[config.mk]
export PLATFORM = sky130hd
export DESIGN_NAME = ihp_sram_port_ctrl
export DESIGN_NICKNAME = d
export VERILOG_FILES = /design/src/rtl/ihp_sram_port_ctrl.sv
export SDC_FILE = /design/constraint.sdc
export NUM_CORES = 1
export LEC_CHECK = 0
export ABC_AREA = 1
export BUFFER_PORTS_ARGS = -buffer_cell sky130_fd_sc_hd__buf_2
export CAP_MARGIN = 20
export CORE_UTILIZATION = 30
export DETAILED_ROUTE_END_ITERATION = 8
export SYNTH_ARGS = -nofsm -noshare
export SYNTH_HDL_FRONTEND = slang
export SYNTH_SLANG_ARGS = --single-unit
export TNS_END_PERCENT = 30
[constraint.sdc]
create_clock -name UserCLK -period 1.69 [get_ports UserCLK]
set_clock_uncertainty 0.1 [all_clocks]
set_input_delay 0.0845 -clock UserCLK [delete_from_list [all_inputs] [get_ports UserCLK]]
set_output_delay 0.0845 -clock UserCLK [all_outputs]
set_load 0.05 [all_outputs]
[src/rtl/ihp_sram_port_ctrl.sv]
// ihp_sram_port_ctrl: fabric port controller for banked IHP SRAM macros.
// Width modes with byte-lane masking, read pipeline, post-config clear.
module ihp_sram_port_ctrl #(
   parameter  int ADDR_WIDTH = 10,
   parameter  int DATA_WIDTH = 32,
   parameter  int NUM_BANKS  = 2,
   localparam int BSW = (NUM_BANKS > 1) ? $clog2(NUM_BANKS) : 0,
   localparam int FAW = ADDR_WIDTH + BSW + 2
) (
   input  logic                            UserCLK,
   input  logic                            RST,
   input  logic                            CONFIGURED,
   input  logic [1:0]                      CFG_MODE,
   input  logic                            CFG_OUTREG,
   input  logic                            CFG_CLEAR,
   input  logic [FAW-1:0]                  F_ADDR,
   input  logic [DATA_WIDTH-1:0]           F_DIN,
   input  logic                            F_WEN,
   input  logic                            F_REN,
   output logic [DATA_WIDTH-1:0]           F_DOUT,
   output logic                            F_VALID,
   output logic                            F_BUSY,
   output logic [ADDR_WIDTH-1:0]           ADDR_SRAM,
   output logic [DATA_WIDTH-1:0]           DIN_SRAM,
   output logic [DATA_WIDTH-1:0]           BM_SRAM,
   output logic [NUM_BANKS-1:0]            MEN_SRAM,
   output logic [NUM_BANKS-1:0]            WEN_SRAM,
   output logic [NUM_BANKS-1:0]            REN_SRAM,
   input  logic [NUM_BANKS*DATA_WIDTH-1:0] DOUT_SRAM,
   output logic                            CLK_SRAM
);

   localparam int BW = (BSW > 0) ? BSW : 1;
   localparam int HW = DATA_WIDTH / 2;
   localparam int QW = DATA_WIDTH / 4;
   localparam int OW = $clog2(DATA_WIDTH);

   typedef enum logic [1:0] {
      S_WAIT,
      S_CLEAR,
      S_RUN
   } state_t;

   state_t                  state;
   state_t                  state_n;
   logic [ADDR_WIDTH-1:0]   clr_cnt;
   logic [ADDR_WIDTH-1:0]   clr_cnt_n;
   logic                    busy_q;
   logic [1:0]              mode_q;
   logic                    outreg_q;
   logic                    accept;

   logic [1:0]              sh;
   logic [OW-1:0]           lane_off;
   logic [DATA_WIDTH-1:0]   base_m;
   logic [DATA_WIDTH-1:0]   din_rep;
   logic [DATA_WIDTH-1:0]   bm_c;
   logic [ADDR_WIDTH-1:0]   word;
   logic [BW-1:0]           bank;
   logic                    in_range;
   logic [NUM_BANKS-1:0]    bank_oh;

   logic                    rd1;
   logic                    rd2;
   logic                    rd3;
   logic [BW-1:0]           bank1;
   logic [BW-1:0]           bank2;
   logic [OW-1:0]           lane_off1;
   logic [OW-1:0]           lane_off2;
   logic [DATA_WIDTH-1:0]   sel;
   logic [DATA_WIDTH-1:0]   dout_c;
   logic [DATA_WIDTH-1:0]   dout_q;

   // Next state: losing configuration always returns to WAIT
   always_comb begin
      state_n   = state;
      clr_cnt_n = '0;
      if (!CONFIGURED) begin
         state_n = S_WAIT;
      end else begin
         unique case (state)
            S_WAIT: state_n = CFG_CLEAR ? S_CLEAR : S_RUN;
            S_CLEAR: begin
               if (clr_cnt == '1) state_n = S_RUN;
               else clr_cnt_n = clr_cnt + 1'b1;
            end
            default: state_n = S_RUN;
         endcase
      end
   end

   // State, clear counter, busy flag and RUN-entry config latch
   always_ff @(posedge UserCLK) begin
      if (RST) begin
         state    <= S_WAIT;
         clr_cnt  <= '0;
         busy_q   <= 1'b1;
         mode_q   <= 2'd0;
         outreg_q <= 1'b0;
      end else begin
         state   <= state_n;
         clr_cnt <= clr_cnt_n;
         busy_q  <= (state != S_RUN) || (state_n != S_RUN);
         if (state_n == S_RUN && state != S_RUN) begin
            mode_q   <= CFG_MODE;
            outreg_q <= CFG_OUTREG;
         end
      end
   end

   assign accept = (state == S_RUN) && !busy_q && (state_n == S_RUN);

   // Width-mode decode: shift, lane offset, lane mask, replicated data
   always_comb begin
      sh       = 2'd0;
      lane_off = '0;
      base_m   = '1;
      din_rep  = F_DIN;
      unique case (mode_q)
         2'd1: begin
            sh       = 2'd1;
            lane_off = F_ADDR[0] ? OW'(HW) : '0;
            base_m   = {{HW{1'b0}}, {HW{1'b1}}};
            din_rep  = {2{F_DIN[HW-1:0]}};
         end
         2'd2: begin
            sh       = 2'd2;
            lane_off = OW'(QW * int'(F_ADDR[1:0]));
            base_m   = {{(DATA_WIDTH-QW){1'b0}}, {QW{1'b1}}};
            din_rep  = {4{F_DIN[QW-1:0]}};
         end
         default: begin
            sh = 2'd0;
         end
      endcase
   end

   assign word = F_ADDR[sh +: ADDR_WIDTH];

   if (BSW > 0) begin : g_bank
      assign bank = F_ADDR[ADDR_WIDTH + sh +: BW];
   end else begin : g_nobank
      assign bank = '0;
   end

   assign in_range = {1'b0, bank} < (BW+1)'(NUM_BANKS);
   assign bank_oh  = in_range ? (NUM_BANKS'(1) << bank) : '0;
   assign bm_c     = base_m << lane_off;

   // Registered macro pins: clear sweep, then user writes and reads
   always_ff @(posedge UserCLK) begin
      if (RST) begin
         MEN_SRAM  <= '0;
         WEN_SRAM  <= '0;
         REN_SRAM  <= '0;
         ADDR_SRAM <= '0;
         DIN_SRAM  <= '0;
         BM_SRAM   <= '0;
      end else begin
         MEN_SRAM <= '0;
         WEN_SRAM <= '0;
         REN_SRAM <= '0;
         BM_SRAM  <= '0;
         if (state_n == S_CLEAR) begin
            MEN_SRAM  <= '1;
            WEN_SRAM  <= '1;
            ADDR_SRAM <= clr_cnt_n;
            DIN_SRAM  <= '0;
            BM_SRAM   <= '1;
         end else if (accept && F_WEN) begin
            MEN_SRAM  <= bank_oh;
            WEN_SRAM  <= bank_oh;
            ADDR_SRAM <= word;
            DIN_SRAM  <= din_rep;
            BM_SRAM   <= bm_c;
         end else if (accept && F_REN) begin
            MEN_SRAM  <= bank_oh;
            REN_SRAM  <= bank_oh;
            ADDR_SRAM <= word;
         end
      end
   end

   // Read pipeline; flushed whenever the next state leaves RUN
   always_ff @(posedge UserCLK) begin
      if (RST || state_n != S_RUN) begin
         rd1       <= 1'b0;
         rd2       <= 1'b0;
         rd3       <= 1'b0;
         bank1     <= '0;
         bank2     <= '0;
         lane_off1 <= '0;
         lane_off2 <= '0;
         dout_q    <= '0;
      end else begin
         rd1       <= accept && F_REN && !F_WEN;
         bank1     <= bank;
         lane_off1 <= lane_off;
         rd2       <= rd1;
         bank2     <= bank1;
         lane_off2 <= lane_off1;
         rd3       <= rd2 && outreg_q;
         dout_q    <= dout_c;
      end
   end

   // Pick the addressed bank and lane; missing banks read as zero
   always_comb begin
      sel = '0;
      for (int b = 0; b < NUM_BANKS; b++) begin
         if (bank2 == BW'(b)) sel = DOUT_SRAM[b*DATA_WIDTH +: DATA_WIDTH];
      end
      dout_c = rd2 ? ((sel >> lane_off2) & base_m) : '0;
   end

   assign F_DOUT   = outreg_q ? dout_q : dout_c;
   assign F_VALID  = CONFIGURED && (outreg_q ? rd3 : rd2);
   assign F_BUSY   = busy_q;
   assign CLK_SRAM = UserCLK;

endmodule

# [Yosys cells after proc, flatten, opt, wreduce, memory -nomap -nowiden]
# Cells that the tools add are included.
[word_totals] regBits=143 output_inout_bits=115 wordCells=78
[classes] add_sub_neg=2 n_eq_ne=9 n_shift=5 n_mux=26 bitwise_logic=1 n_reduce_logical=16
[op_table] cell="two-way mux 32 bit" count=5
[op_table] cell="one-hot mux 32 bit (2 select lines)" count=2
[op_table] cell="two-way mux 10 bit" count=6
[op_table] cell="bitwise AND 32 bit" count=1
[op_table] cell="left shift 32 x 5 -> 32 bit" count=1
[op_table] cell=">> shifter 32 x 5 -> 32 bit" count=1
[op_table] cell="two-way mux 2 bit" count=8
[op_table] cell="indexed part select 13 x 3 -> 10 bit" count=1
[op_table] cell="indexed part select 13 x 6 -> 1 bit" count=1
[op_table] cell="adder 10 x 1 -> 10 bit (second input constant)" count=1
[op_table] cell="equality test 10 bit (second input constant)" count=1
[op_table] cell="one-hot mux 5 bit (2 select lines)" count=1
[op_table] cell="logical AND 1 bit" count=8
[op_table] cell="one-hot mux 2 bit (2 select lines)" count=2
[op_table] cell="equality test 2 x 1 -> 1 bit (second input constant)" count=3
[op_table] cell="equality test 2 bit (second input constant)" count=3
[op_table] cell="adder 4 x 2 -> 5 bit (first input constant)" count=1
[op_table] cell="two-way mux 5 bit" count=1
[op_table] cell="inequality test 2 bit (second input constant)" count=2
[op_table] cell="nonzero test 3 bit" count=1
[op_table] cell="OR reduction 3 bit" count=1
[op_table] cell="zero test 1 bit" count=2
[op_table] cell="zero test 2 bit" count=1
[op_table] cell="logical OR 1 bit" count=2
[op_table] cell="other kinds (3)" count=3

# [Longest topological paths before layout]
[logic_depth] depth_word=10 ltp_mapped=12

==> impl_results.rst <==
.. list-table::
   :header-rows: 1

   * - Metric
     - Value
   * - IO Pins
     - 233
   * - Post-Syn Nets
     - 966
   * - DRC violation total after the first TritonRoute iteration
     - 321
   * - Pre-CTS worst setup slack
     - -320 ps
   * - Largest stage delay on the critical path
     - approximately 330 ps
   * - Die Footprint
     - 0.0198 mm2
   * - Share of the clock period used by the worst path
     - 135%
   * - Netlist Area Pre-Place
     - slightly below 0.006 mm2
   * - Biggest area contributors in the synthesized netlist
     - sky130_fd_sc_hd__dfxtp_1, sky130_fd_sc_hd__nand2_1, sky130_fd_sc_hd__nor2_1, sky130_fd_sc_hd__o21ai_0, sky130_fd_sc_hd__buf_4
   * - Max-capacitance violation count
     - 0
   * - Crit path max fanout
     - 7
   * - Count of warnings emitted by yosys
     - 0
   * - Via count
     - 6823
   * - Total Wirelength
     - 22.0 mm
   * - Via count of the first global-routing pass
     - 6387
   * - Die span in x
     - 141 um
   * - Compound-cell area share of the yosys netlist
     - 16.4%
   * - Startpoint-to-endpoint class of the critical path
     - reg -> out
   * - Minimum period implied by the final worst setup slack
     - approximately 2300 ps
   * - Combinational family with the most area after synthesis
     - simple AND/OR/NAND/NOR gates
   * - TritonCTS clock tree
     - built
   * - Multiplexer area fraction after synthesis
     - 1.21%
   * - Fraction of the yosys area taken by sequential cells
     - ~38%
   * - Hold WC Path Type
     - in -> reg
   * - Clk slew on worst S/H paths
     - about 70 ps
   * - Remaining max-slew budget at the tightest pin
     - 67.0%
   * - Remaining routing DRC violations
     - 0
   * - Fin worst setup slack
     - -599 ps
   * - Finished Core Util
     - 53.8%
   * - Port-buffer cells
     - 232
   * - Count of cell types in the netlist
     - 32
   * - Gate Count Post-Synth
     - ~840
   * - Final Hold Fails
     - 0
   * - Floorplan Core Area
     - 0.0188 mm2
   * - Achievable Freq
     - 0.437 GHz
   * - Largest area contributor in the netlist
     - sky130_fd_sc_hd__dfxtp_1
   * - Sum of negative setup slack
     - -18130 ps
   * - Total power draw
     - 6.92 mW
   * - CP Data Arrival Time
     - 2100 ps
   * - Post-synthesis adder-cell area fraction
     - 1.08%
   * - Cell family contributing the most delay on the critical path
     - buffers and inverters
   * - Detailed-routing iteration count for the pre-antenna-repair pass
     - 5
   * - RSZ-0062 raised after global routing
     - true
   * - Slowest-stage cell, CP
     - sky130_fd_sc_hd__dfxtp_2
   * - Crit. path cell count
     - 8
   * - Number of cell instances on the worst register-to-register path
     - 16
   * - Clock Latency Late Sink
     - 470 ps
   * - Post-layout net count
     - 1297
   * - Run status
     - finished with violations
   * - Grt total ovfl
     - 0
   * - Area Growth Syn to Fin
     - 75.1%
   * - Slew Limit Fails
     - 0
   * - Failing checks
     - negative setup slack
   * - Flop and latch count out of synthesis
     - 109
   * - Total buffers and inverters traversed by the critical path
     - 4
   * - Worst setup EP type
     - primary output
   * - Leakage
     - 4.51 nW
   * - Via density
     - between 4 and 5
   * - Worst Hold Depth
     - 5
   * - Maximum number of pins on one net before global-route repair
     - 37
   * - Simple logic cell fraction of the synthesized area
     - 32.5%
   * - Worst-path cell chain
     - inv_2, ha_4, inv_4, nor3_4, buf_12, o211ai_1, o21ai_4, buf_8
   * - Global-route wire length before repair
     - approximately 32 mm
   * - Largest voltage drop on the vdd net
     - around 0.55 mV
   * - Antenna violations before repair
     - 0
   * - Placement Rows
     - 50
   * - Ratio of cells with drive above 1 in the final layout
     - between 40 and 50%
   * - Fraction of synthesized cell area taken by the top area cell type
     - 37.8%
   * - Mean post-synth cell area
     - 6.84 um2
   * - Xor and xnor fraction of the mapped netlist area
     - 0%
   * - Required time reported for the critical path endpoint
     - 1510 ps
   * - Slew at the pin with the worst max-slew slack
     - 495 ps
   * - Half-perimeter wire length after detailed placement
     - 14.5 mm
   * - Effective utilization at floorplan
     - 30.7%
   * - Global-route total usage across every layer
     - between 20% and 30%
   * - PD cells
     - 685 mW/mm2
   * - Antenna-violating nets left
     - 0
   * - Average routed wire per standard cell
     - between 15 and 20 um
   * - Number of endpoints failing setup at the final stage
     - 72
   * - Routability congestion estimate
     - roughly 0.88
   * - Kind of start point of the critical path
     - flip-flop
   * - Die Span Y
     - ~140 um
==> logic make-up (layout without fill, tap and decap cells) <==
family                   Yosys count  in the layout
flip-flops                       109            109
AO/OA/AOI/OAI                    169            169
AND/OR/NAND/NOR                  427            428
buffers and inverters            126            461
other                              0              1
multiplexers                       7              7
adder cells (fa/ha/maj)            5              5
==> worst paths after layout <==
path / slack [ps] / end / start
max: -600 / F_DOUT[18] / mode_q[0]
min: 2 / dout_q[1] / DOUT_SRAM[33]
max reg2reg: -420 / dout_q[13] / bank2
min reg2reg: 300 / lane_off2[4] / lane_off1[4]
==> layout by cell type, fill, tap and decap left out, types with 15 or more instances in the layout <==
cell type | netlist | final
sky130_fd_sc_hd__a21oi_1 | 45 | 37
sky130_fd_sc_hd__buf_2 | 22 | 200
sky130_fd_sc_hd__buf_4 | 31 | 72
sky130_fd_sc_hd__buf_6 | 2 | 41
sky130_fd_sc_hd__clkbuf_16 | 0 | 18
sky130_fd_sc_hd__dfxtp_1 | 109 | 103
sky130_fd_sc_hd__dlygate4sd3_1 | 0 | 46
sky130_fd_sc_hd__inv_1 | 45 | 38
sky130_fd_sc_hd__nand2_1 | 215 | 180
sky130_fd_sc_hd__nand2_2 | 3 | 25
sky130_fd_sc_hd__nand3_1 | 35 | 18
sky130_fd_sc_hd__nor2_1 | 115 | 107
sky130_fd_sc_hd__nor3_2 | 15 | 15
sky130_fd_sc_hd__o211ai_1 | 23 | 23
sky130_fd_sc_hd__o21ai_1 | 32 | 18
sky130_fd_sc_hd__o21ai_2 | 0 | 35
sky130_fd_sc_hd__o21ai_4 | 0 | 20
==> routing by layer <==
metal | up-vias | part of all wire (%) | GRT usage [%]
met5 | - | 0 | 0
met4 | 0 | 2.4 | 7.09
met3 | 36 | 6.0 | 4.14
met2 | 255 | 49 | 35.4
met1 | 3141 | 42 | 24.7
li1 | 3391 | - | -
==> registers in the layout, indices dropped and copies added, names as in the netlist <==
register / count
DIN_SRAM: 32
dout_q: 32
ADDR_SRAM: 10
clr_cnt: 10
BM_SRAM: 4
MEN_SRAM: 2
REN_SRAM: 2
WEN_SRAM: 2
lane_off1: 2
lane_off2: 2
mode_q: 2
state: 2
F_BUSY: 1
bank1: 1
bank2: 1
outreg_q: 1
rd1: 1
rd2: 1
rd3: 1
==> timing repair <==
action,4_1_cts,5_1_grt
buffers inserted,19,20
hold buffers,46,0
resized for setup,175,109
pin swaps,24,61
endpoints found under the setup margin,102,130
gates cloned,2,9
endpoints found under the hold margin,64,0
==> power by group <==
group          switching (mW)  internal, mW  total (mW)  leakage [nW]
combinational           0.923         0.598        1.52          3.44
clock                    1.24          1.51        2.74         0.189
sequential             0.0479          2.61        2.66         0.885
==> stage by stage <==
stage | area, um2 | hold WS, ps | std cells
final | 10100 | 1.83 | 1414
after global routing | 10100 | 24.4 | 1413
after global placement | 7800 | 214 | 1304
after floorplan | 6090 | 119 | 843
after CTS | 9420 | -14.3 | 1390
after detailed placement | 7800 | 217 | 1304
==> cells in the mapped netlist <==
library cell	count
sky130_fd_sc_hd__and2_1	5
sky130_fd_sc_hd__nor3_2	15
sky130_fd_sc_hd__nand2_4	2
sky130_fd_sc_hd__or2_2	20
sky130_fd_sc_hd__o31ai_1	5
sky130_fd_sc_hd__o21ai_1	32
sky130_fd_sc_hd__mux2i_1	7
sky130_fd_sc_hd__buf_4	31
sky130_fd_sc_hd__nand2_1	215
sky130_fd_sc_hd__ha_1	5
sky130_fd_sc_hd__nand3_1	35
sky130_fd_sc_hd__o21ai_0	51
sky130_fd_sc_hd__nand4_1	2
sky130_fd_sc_hd__inv_2	3
sky130_fd_sc_hd__nor2_2	3
sky130_fd_sc_hd__nand2_2	3
sky130_fd_sc_hd__a22oi_1	10
sky130_fd_sc_hd__clkbuf_1	22
sky130_fd_sc_hd__a21oi_1	45
sky130_fd_sc_hd__buf_6	2
sky130_fd_sc_hd__nand3_2	1
sky130_fd_sc_hd__clkinv_1	1
sky130_fd_sc_hd__o211ai_1	23
sky130_fd_sc_hd__inv_1	45
sky130_fd_sc_hd__nor2_4	2
sky130_fd_sc_hd__dfxtp_1	109
sky130_fd_sc_hd__o21bai_1	1
sky130_fd_sc_hd__buf_2	22
sky130_fd_sc_hd__nand3b_1	2
sky130_fd_sc_hd__a31oi_1	2
sky130_fd_sc_hd__nor3_1	7
sky130_fd_sc_hd__nor2_1	115
==> layout make-up <==
| class | instances | area (um2) |
|---|---|---|
| multi-input cells | 609 | 3890 |
| well taps | 234 | 293 |
| repair buffers | 392 | 3110 |
| clock buffers | 13 | 305 |
| fillers | 1741 | 8670 |
| diodes | 1 | 2.50 |
| inverters | 49 | 206 |
| flip-flops and latches | 109 | 2200 |
| clock inverters | 7 | 87.6 |
==> worst register-to-register path: cells and delay by family, from the launching register on <==
kind	cells	cell delay [ps]
flip-flops	1	410
buffers and inverters	9	980
AND/OR/NAND/NOR	6	510
AO/OA/AOI/OAI	1	50
(Power assumes the default switching activity.)
